`src/rtl/qsys_led_master_pkg.sv`:
```
// Shared types and constants for the LED pattern Avalon-MM master.
package qsys_led_master_pkg;

  typedef enum logic [2:0] {
    StIdle,
    StWait,
    StWrite,
    StRead,
    StCheck,
    StRotate
  } led_state_e;

  localparam int unsigned ErrCntW        = 16;
  localparam logic [31:0] DefInitPattern = 32'h5A5A5A5A;
  localparam logic [31:0] DefCmpMask     = 32'h00000FFF;

  function automatic logic [31:0] rotl1(input logic [31:0] v);
    return {v[30:0], v[31]};
  endfunction

endpackage

```
`src/rtl/qsys_tick_gen.sv`:
```
// Period down-counter: single-cycle tick every PERIOD enabled cycles, restartable via clear.
module qsys_tick_gen #(
  parameter int unsigned PERIOD = 8
) (
  input  logic i_clk,
  input  logic i_rst_n,
  input  logic i_clr,
  input  logic i_en,
  output logic o_tick
);

  localparam int unsigned     CntW   = (PERIOD > 1) ? $clog2(PERIOD) : 1;
  localparam logic [CntW-1:0] Reload = CntW'(PERIOD - 1);

  logic [CntW-1:0] r_cnt;

  always_ff @(posedge i_clk or negedge i_rst_n) begin
    if (!i_rst_n) begin
      r_cnt <= Reload;
    end else if (i_clr) begin
      r_cnt <= Reload;
    end else if (i_en) begin
      r_cnt <= (r_cnt == '0) ? Reload : r_cnt - CntW'(1);
    end
  end

  assign o_tick = i_en && !i_clr && (r_cnt == '0);

endmodule

```
`src/rtl/qsys_led_pattern_master.sv`:
```
// Avalon-MM self-test master: periodically writes a rotating pattern to one slave word.
// Optional readback/compare is enabled with `define QSYS_LED_MASTER_READBACK_EN.
module qsys_led_pattern_master
  import qsys_led_master_pkg::*;
#(
  parameter int unsigned ADDR_W       = 4,
  parameter int unsigned TARGET_ADDR  = 0,
  parameter int unsigned PERIOD       = 50_000_000,
  parameter logic [31:0] INIT_PATTERN = DefInitPattern,
  parameter logic [31:0] CMP_MASK     = DefCmpMask
) (
  input  logic               csi_MCLK_clk,
  input  logic               rsi_MRST_reset_n,
  output logic [ADDR_W-1:0]  avm_M_address,
  output logic               avm_M_read,
  output logic               avm_M_write,
  output logic [31:0]        avm_M_writedata,
  input  logic [31:0]        avm_M_readdata,
  input  logic               avm_M_waitrequest,
  input  logic               coe_ENABLE,
  output logic               coe_BUSY,
  output logic               coe_ERR,
  output logic [ErrCntW-1:0] coe_ERRCNT
);

  led_state_e  r_state;
  led_state_e  w_state_next;
  logic [31:0] r_pattern;
  logic        r_wait_entry;
  logic        w_tick;
  logic        w_tick_clr;
  logic        w_tick_en;

  // First WAIT cycle only restarts the counter, so WAIT lasts PERIOD + 1 cycles.
  assign w_tick_clr = (r_state == StWait) && r_wait_entry;
  assign w_tick_en  = (r_state == StWait) && !r_wait_entry;

  qsys_tick_gen #(
    .PERIOD (PERIOD)
  ) u_tick_gen (
    .i_clk   (csi_MCLK_clk),
    .i_rst_n (rsi_MRST_reset_n),
    .i_clr   (w_tick_clr),
    .i_en    (w_tick_en),
    .o_tick  (w_tick)
  );

  always_comb begin
    w_state_next = r_state;
    unique case (r_state)
      StIdle: begin
        if (coe_ENABLE) w_state_next = StWait;
      end
      StWait: begin
        if (!coe_ENABLE) w_state_next = StIdle;
        else if (w_tick) w_state_next = StWrite;
      end
      StWrite: begin
`ifdef QSYS_LED_MASTER_READBACK_EN
        if (!avm_M_waitrequest) w_state_next = StRead;
`else
        if (!avm_M_waitrequest) w_state_next = StRotate;
`endif
      end
`ifdef QSYS_LED_MASTER_READBACK_EN
      StRead: begin
        if (!avm_M_waitrequest) w_state_next = StCheck;
      end
      StCheck: begin
        w_state_next = StRotate;
      end
`endif
      StRotate: begin
        w_state_next = coe_ENABLE ? StWait : StIdle;
      end
      default: begin
        w_state_next = StIdle;
      end
    endcase
  end

  always_ff @(posedge csi_MCLK_clk or negedge rsi_MRST_reset_n) begin
    if (!rsi_MRST_reset_n) begin
      r_state      <= StIdle;
      r_wait_entry <= 1'b0;
    end else begin
      r_state      <= w_state_next;
      r_wait_entry <= (w_state_next == StWait) && (r_state != StWait);
    end
  end

  always_ff @(posedge csi_MCLK_clk or negedge rsi_MRST_reset_n) begin
    if (!rsi_MRST_reset_n) begin
      r_pattern <= INIT_PATTERN;
    end else if (r_state == StRotate) begin
      r_pattern <= rotl1(r_pattern);
    end
  end

  assign avm_M_address   = ADDR_W'(TARGET_ADDR);
  assign avm_M_write     = (r_state == StWrite);
  assign avm_M_writedata = r_pattern;
  assign coe_BUSY        = r_state inside {StWrite, StRead, StCheck, StRotate};

`ifdef QSYS_LED_MASTER_READBACK_EN
  logic               r_err;
  logic [ErrCntW-1:0] r_errcnt;
  logic               w_rd_done;
  logic               w_mismatch;

  assign w_rd_done  = (r_state == StRead) && !avm_M_waitrequest;
  assign w_mismatch = |((avm_M_readdata ^ r_pattern) & CMP_MASK);

  // Compare against readdata at acceptance so ERR/ERRCNT are already valid in CHECK.
  always_ff @(posedge csi_MCLK_clk or negedge rsi_MRST_reset_n) begin
    if (!rsi_MRST_reset_n) begin
      r_err    <= 1'b0;
      r_errcnt <= '0;
    end else if (w_rd_done && w_mismatch) begin
      r_err <= 1'b1;
      if (r_errcnt != '1) r_errcnt <= r_errcnt + ErrCntW'(1);
    end
  end

  assign avm_M_read = (r_state == StRead);
  assign coe_ERR    = r_err;
  assign coe_ERRCNT = r_errcnt;
`else
  logic w_unused_rdata;
  assign w_unused_rdata = ^{avm_M_readdata, CMP_MASK};

  assign avm_M_read = 1'b0;
  assign coe_ERR    = 1'b0;
  assign coe_ERRCNT = '0;
`endif

endmodule

```
`config.mk`:
```
export PLATFORM = sky130hd
export DESIGN_NAME = qsys_led_pattern_master
export DESIGN_NICKNAME = d
export VERILOG_FILES = /design/src/rtl/qsys_led_master_pkg.sv /design/src/rtl/qsys_tick_gen.sv /design/src/rtl/qsys_led_pattern_master.sv
export SDC_FILE = /design/constraint.sdc
export NUM_CORES = 1
export LEC_CHECK = 0
export BUFFER_PORTS_ARGS = -buffer_cell sky130_fd_sc_hd__buf_4
export CAP_MARGIN = 20
export CORE_MARGIN = 2
export CORE_UTILIZATION = 48
export CTS_BUF_LIST = sky130_fd_sc_hd__clkbuf_8
export DETAILED_ROUTE_END_ITERATION = 16
export GPL_TIMING_DRIVEN = 0
export PLACE_DENSITY = 0.78
export REMOVE_ABC_BUFFERS = 1
export SETUP_SLACK_MARGIN = 0.02
export SYNTH_ARGS = -nofsm -noshare
export SYNTH_HDL_FRONTEND = slang
export SYNTH_SLANG_ARGS = --single-unit
```
`constraint.sdc`:
```
create_clock -name csi_MCLK_clk -period 2.1 [get_ports csi_MCLK_clk]
set_input_delay 0.315 -clock csi_MCLK_clk [delete_from_list [all_inputs] [get_ports csi_MCLK_clk]]
set_output_delay 0.315 -clock csi_MCLK_clk [all_outputs]
set_load 0.01 [all_outputs]
```
== After elaboration in Yosys (flattened, before gate mapping) ==
Index checks and enable logic that the tools add are counted.
Word-level totals
  register bits after elaboration: 62
  bits of input ports: 36
Operators by class
  add/sub/neg operators: 1
  eq/ne operators: 7
  mux-type cells: 9
  reductions and logical operators: 11
Operators with widths (count)
  $mux 26: 3
  $logic_not 26->1: 1
  $sub 26x1->26 const B: 1
  $mux 3: 4
  $pmux 3 s4: 1
  $eq 3x1->1 const B: 2
  $eq 3x2->1 const B: 2
  $eq 3x3->1 const B: 2
  $logic_and 1x1->1: 5
  $reduce_bool 4->1: 1
  $logic_not 3->1: 1
  $ne 3x1->1 const B: 1
  $logic_not 1->1: 2
  $reduce_bool 2->1: 1
  $mux 1: 1

== Logic depth before layout (Yosys ltp) ==
Gate-level depths: netlist of the first run.
  word-level depth: 10
  mapped depth: 9
  gate-level depth less buffers: 7

== By module ==
Synthesis of the first run repeated with hierarchy kept, for this count alone.
Second synthesis, totals
  cell total of the unflattened synthesis: 296
  area total of the unflattened synthesis: 3405.8 um2
By module, submodules not included
  qsys_led_pattern_master: times used 1, cells an instance 112, area each 1759.2 um2
  qsys_tick_gen: times used 1, cells an instance 184, area each 1646.6 um2

== Least setup slack after synthesis of the first run ==
OpenSTA, ideal clock, no wires.
  kind: flip-flop to flip-flop
  start point: register u_tick_gen.r_cnt[0]
  end point: register u_tick_gen.r_cnt[18]
  library setup time: 0.119 ns
  arrival time: 2.167 ns
  setup slack: -0.186 ns
  cell stages (with the launch flop): 10
  clock period less this slack: 2.286 ns
  path through: dfstp_2 -> inv_1 -> ha_1 -> or4b_1 -> dlymetal6s2s_1 -> or4_4 -> buf_6 -> nor3_4 -> mux2i_1 -> o21ai_2
On the way
  cells in the longest elaborated chain, start to end: 4
  elaborated cells on any way between the ends: 5
  classes of those cells: add/sub: 1; mux: 3; reduce/logical: 1
Ends and longest elaborated chain
  start: declaration: RTL line qsys_tick_gen.sv:15  | logic [CntW-1:0] r_cnt;
  start signal: assignment: RTL line qsys_tick_gen.sv:19  | r_cnt <= Reload;
  start signal: assignment: RTL line qsys_tick_gen.sv:21  | r_cnt <= Reload;
  start signal: assignment: RTL line qsys_tick_gen.sv:23  | r_cnt <= (r_cnt == '0) ? Reload : r_cnt - CntW'(1);
  $sub 26x1->26 or $logic_not 26->1 (tied branches): RTL line qsys_tick_gen.sv:23
  $mux 26 (*): RTL line qsys_tick_gen.sv:23
  $mux 26 (*): RTL line qsys_tick_gen.sv:22  | end else if (i_en) begin
  $mux 26 (*): RTL line qsys_tick_gen.sv:20  | end else if (i_clr) begin
Mark *: on every way between the ends. The rest lies on a longest branch, timed or not. The select of a mux whose other input is x is not followed.
A chain may end at the register's enable or synchronous reset.

== Worst setup path after layout of the first run ==
  start point: register u_tick_gen.r_cnt[0]
  end point: register u_tick_gen.r_cnt[16]
Same word-level chain as after synthesis.

==> results of run 1 <==
-- cell families after synthesis --
group	count (synthesis)	synth area share [%]
compound gates	68	14.1
xor+xnor	1	0.279
fa+ha+maj	2	0.797
buf+inv	44	9.09
flops	62	50.8
mux	33	11.8
other cells	1	0.119
simple gates	72	13.1
-- synth_stat cells, types with 3 or more instances --
library cell / number / area, um^2
o21ai_0: 29 / 145
dfstp_2: 34 / 893
a21oi_1: 9 / 45.0
nor2_1: 16 / 60.1
inv_1: 8 / 30.0
nand4_1: 3 / 18.8
nor4_1: 5 / 31.3
dfrtp_1: 28 / 701
nor3_1: 16 / 80.1
nand2_1: 9 / 33.8
o31ai_1: 3 / 22.5
buf_2: 3 / 15.0
a31oi_1: 3 / 18.8
or3_1: 4 / 25.0
buf_4: 22 / 165
o41ai_1: 5 / 43.8
a22o_1: 3 / 26.3
clkbuf_1: 6 / 22.5
mux2_2: 32 / 360
-- routing by layer --
layer  GRT usage, %  up-vias  wire length (um)
li1               -     1089                 -
met1           22.4     1137              2700
met2           31.1       69              3390
met3           4.77       11               368
met4           8.08        0                88
met5              0        -                 0
-- power groups by stage --
stage / Combinational [mW] / Clock (mW) / Sequential [mW]
after floorplan: 0.214 / 0 / 1.49
after global placement: 0.272 / 0 / 1.52
final: 0.381 / 1.06 / 1.55
after CTS: 0.351 / 1.09 / 1.51
after detailed placement: 0.291 / 0 / 1.53
after global routing: 0.422 / 1.13 / 1.56
-- registers in the layout (all words and copies together), names as in the netlist --
register,cells
avm_M_writedata,32
u_tick_gen.r_cnt,26
r_state,3
r_wait_entry,1
-- final cells by class --
class / count / area (um^2) / area share, %
clock inverter: 5 / 48.8 / 1.28
inverter: 8 / 32.5 / 0.853
sequential: 62 / 1590 / 41.8
timing repair buffer: 53 / 433 / 11.4
clock buffer: 11 / 151 / 3.97
multi-input combinational: 199 / 1460 / 38.2
tap: 77 / 96.3 / 2.53
-- repair_timing --
action,CTS,global route
pin swaps,8,6
resized for setup,15,17
hold buffers,0,0
buffers inserted,11,2
cloned,0,1
endpoints found under the setup margin,24,25
-- metrics by stage --
step / worst slack (ps) / hold slack (ps)
6_report: -141 / 43.2
5_1_grt: -201 / 84.0
4_1_cts: -124 / 65.4
3_5_place_dp: -375 / 441
3_3_place_gp: -726 / 435
2_1_floorplan: -79.5 / 19.4
-- worst paths after layout --
path,from,end,slack (ps),cells past startpoint
min in group csi_MCLK_clk,avm_M_waitrequest,r_state[2],130,2
setup reg to reg,u_tick_gen.r_cnt[0],u_tick_gen.r_cnt[16],-140,8
hold / removal,rsi_MRST_reset_n,u_tick_gen.r_cnt[16],40,1
setup / recovery,u_tick_gen.r_cnt[0],u_tick_gen.r_cnt[16],-140,8
max in group asynchronous,rsi_MRST_reset_n,avm_M_writedata[2],1550,1
hold reg to reg,u_tick_gen.r_cnt[23],u_tick_gen.r_cnt[23],470,2
-- critical path, cell delays in order (launching register included) --
cell and delay [ps]:
dfstp_2 380, inv_4 60, ha_4 120, or4b_4 470
or4_4 610, buf_6 150, nor3_2 90, o21ai_1 70
a22o_1 170
==> results.md, run 1 <==
- Outcome: finished, violations left
- Violated checks: negative setup slack
- Register area share after synthesis: 50.8%
- CTS tree: built
- Maximum fanout along the worst path: 5
- Die width: 84.9 um
- Slew HR: 44.8%
- Largest net degree at the start of global routing: 63
- Port Buf Inserts: 37
- CTS clk-pin slew, worst paths: 60 ps
- Root Driver: clkbuf_8
- Worst hold path type: in2async
- Starting Density: 49.4%
- Via count: 2306
- Post-synth EDFFs: 0
- Fin. Hold Viols: 0
- Antenna violations before repair: 0
- Logic pwr share: 12.8%
- Wire per inst: 15.8 um
- H-tree Lvls: 3
- Placer Congestion: 0.816
- Layout area overhead: 21.5%
- Global Route Usage Sum: 18.5%
- Final instance area: 3810 um^2
- FF+latch count, synth: 62
- Critical Path Start Type: flip-flop
- Design Power: 2.99 mW
- Post-route ant nets: 0
- Vias in the first global route: 2237
- Final Cycle Share: 107%
- Clk pwr share: 35.5%
- Post-Syn Instances: 283
- Sequential power share: 51.8%
- Worst Tran Pin Value: 826 ps
- Io pins: 92
- Post-synth cell types: 59
- # diodes: 0
- CTS Sinks: 62
- Most frequent cells in the layout: buf_4, dfstp_2, mux2_2
- DRC: 0
- Asr flop ratio synth: 100%
- Cell area after synthesis: 3140 um^2
- DR pass1 iterations: 4
- Fin util: 60.1%
- Tmin final: 2240 ps
- Critical Path End Type: flip-flop
- Yosys synthesis warning count: 0
- Setup violators final: 5
- RSZ-0062 raised after global routing: true
- Final max-slew violation count: 0
- Power density cells: 783 nW/um^2
- Fin worst setup slack: -141 ps
- Commonest non-fill, non-tap cell in the layout: buf_4
- Vias per std cell: 5.56
- Final non-filler cell total: 415
- First-pass GRT wire length: 10500 um
- CP Data Required Time: 2340 ps
- Worst-Skew Late Latency: 340 ps
- Placed Cells: 385
- CP Data Arrival Time: 2480 ps
- WL final: 6540 um
- Die height: 84.9 um
- Top_reg_cell synth: dfstp_2
- Leakage: 1.74 nW
- Core area: 6350 um^2
- GRT Residual Overflow: 0
- Syn Area/Cell: 11.1 um^2
- CTS buffer count: 9
- Row count: 29
- Worst setup path category: reg2reg
- DR iter-0 viols: 123
- Share of post-route cells with drive strength above 1: 48.2%
- Clk_skew: 6.74 ps
- Fillers: 528
- Max Fclk: 0.446 GHz
- P_sw: 0.843 mW
- Switching share of power: 28.2%
- Post-DP Area: 3380 um^2
- Count of maximum capacitance violations: 0
- Post-DP HPWL: 4070 um
- CTS max path bufs: 2
- Final nets: 371
- Die area: 7200 um^2
- Internal power: 2.14 mW
- Peak supply drop: 0.529 mV
- Post-Route Setup TNS: -513 ps
Note: power is estimated with default switching activity, not from simulation.
==> inputs of run 2 (changes only) <==
Settings changed: CORE_UTILIZATION 48 to 58, PLACE_DENSITY 0.78 to 0.88, SLEW_MARGIN set to 20.
Clock period 2.1 ns to 2.6 ns, I/O delays scaled along.
==> results.md, run 2 (synthesis results as in run 1) <==
- Post-Route Setup TNS: 0 ps (+513 ps)
- Critical Path Start Type: flip-flop
- Maximum fanout along the worst path: 7 (+2)
- Max reg flops: 32 (unchanged)
- H-tree Lvls: 3 (unchanged)
- Antenna violations before repair: 0 (unchanged)
- Peak supply drop: 0.439 mV (-17%)
- Final non-filler cell total: 395 (-4.8%)
- Die width: 77.6 um (-8.6%)
- Worst hold path type: in2async
- Power density cells: 624 nW/um^2 (-20%)
- Register Area: 1590 um^2 (unchanged)
- CP Data Arrival Time: 2590 ps (+110 ps)
- Die height: 77.6 um (-8.6%)
- Clk_skew: 5.11 ps (-1.63 ps)
- Worst Tran Pin Value: 763 ps (-62.7 ps)
- Core area: 5170 um^2 (-19%)
- Wire per inst: 15.8 um (+0.50%)
- Placer Congestion: 0.790 (-3.2%)
- Setup Buffers After CTS: 0 (-11)
- CP Data Required Time: 2810 ps (+470 ps)
- Vias per std cell: 5.74 (+3.3%)
- Leakage: 1.64 nW (-5.7%)
- Fillers: 366 (-31%)
- Fin. Hold Viols: 0 (unchanged)
- Max Fclk: 0.421 GHz (-5.6%)
- Fin worst setup slack: 227 ps (+368 ps)
- WL final: 6260 um (-4.3%)
- Most frequent cells in the layout: buf_4, dfstp_2, mux2_2
- Share of post-route cells with drive strength above 1: 40.6% (-7.6 points)
- Final nets: 358 (-3.5%)
- Via count: 2268 (-1.6%)
- Io pins: 92 (unchanged)
- Largest net degree at the start of global routing: 63 (unchanged)
- Root Driver: clkbuf_8
- Design Power: 2.21 mW (-26%)
- Commonest non-fill, non-tap cell in the layout: buf_4
- Post-DP HPWL: 4250 um (+4.4%)
- Placed Cells: 379 (-1.6%)
- # diodes: 0 (unchanged)
- RSZ-0062 raised after global routing: false
- Worst-Skew Late Latency: 330 ps (about the same)
- GRT Residual Overflow: 0 (unchanged)
- Post-route ant nets: 0 (unchanged)
- Post-cts hold buffer count: 0 (unchanged)
- DR iter-0 viols: 155 (+26%)
- Vias in the first global route: 2145 (-4.1%)
- Fin util: 68.6% (+8.5 points)
- Slew HR: 48.9% (+4.2 points)
- Die area: 6020 um^2 (-16%)
- Row count: 26 (-10%)
- Global Route Usage Sum: 22.4% (+4.0 points)
- CTS tree: built
- Final Cycle Share: 91.3% (-15 points)
- CTS Sinks: 62 (unchanged)
- CTS clk-pin slew, worst paths: 60 ps (about the same)
- Starting Density: 60.7% (+11 points)
- Pre-CTS setup slack: 237 ps (+612 ps)
- CTS max path bufs: 2 (unchanged)
- CTS buffer count: 9 (unchanged)
- Critical Path End Type: flip-flop
- Port Buf Inserts: 37 (unchanged)
- Post-CTS sizing: 0 (-15)
- Layout area overhead: 13.0%
- Outcome: finished, final reports clean
- Setup violators final: 0 (-5)
- Count of maximum capacitance violations: 0 (unchanged)
- First-pass GRT wire length: 10500 um (+0.47%)
- Tmin final: 2370 ps (+132 ps)
- DR pass1 iterations: 5 (+1)
- Multi-input logic area: 1340 um^2 (-8.2%)
- Worst setup path category: reg2reg
- Final max-slew violation count: 0 (unchanged)
- DRC: 0 (unchanged)
[run 2: final cells by class]
class                           count  area share, %
Sequential cell                    62           44.9
Clock inverter                      4          0.459
Tap cell                           70           2.47
Multi-Input combinational cell    198           37.7
Timing Repair Buffer               41           8.89
Clock buffer                       12           4.66
Inverter                            8          0.847
[run 2: per-layer routing]
metal	wire length [um]	vias to the layer above	track usage, %	share of wire (%)
met2	3360	80	39.7	54
li1	-	1063	-	-
met4	94	0	10.4	1.5
met3	332	10	4.30	5.3
met1	2470	1115	26.3	40
met5	0	-	0	0
[run 2: worst paths after layout]
kind	start	end	slack (ps)	cells after the start
worst max-delay path	u_tick_gen.r_cnt[0]	u_tick_gen.r_cnt[18]	230	7
worst min-delay path	rsi_MRST_reset_n	u_tick_gen.r_cnt[10]	120	1
worst max register to register	u_tick_gen.r_cnt[0]	u_tick_gen.r_cnt[18]	230	7
worst min register to register	u_tick_gen.r_cnt[23]	u_tick_gen.r_cnt[23]	470	2
max in group asynchronous	rsi_MRST_reset_n	avm_M_writedata[21]	1990	1
min in group csi_MCLK_clk	avm_M_waitrequest	r_state[2]	220	2
[run 2: where the power goes]
part / internal [mW] / leakage, nW / total (mW) / switching, mW
sequential: 1.11 / 0.735 / 1.23 / 0.114
combinational: 0.0901 / 0.800 / 0.234 / 0.144
clock: 0.412 / 0.106 / 0.754 / 0.342
[run 2: metrics by stage]
step | hold slack, ps | area, um^2
final | 117 | 3550
after global routing | 182 | 3550
after CTS | 137 | 3550
after detailed placement | 465 | 3370
after global placement | 457 | 3330
after floorplan | 94.4 | 2960
[run 2: critical path, cell delays in order, from the launching register on]
cell	delay, ps
dfstp_2	380
inv_1	110
ha_1	190
or4b_1	570
or4_4	550
nor3_4	160
mux2i_1	240
o21ai_2	60
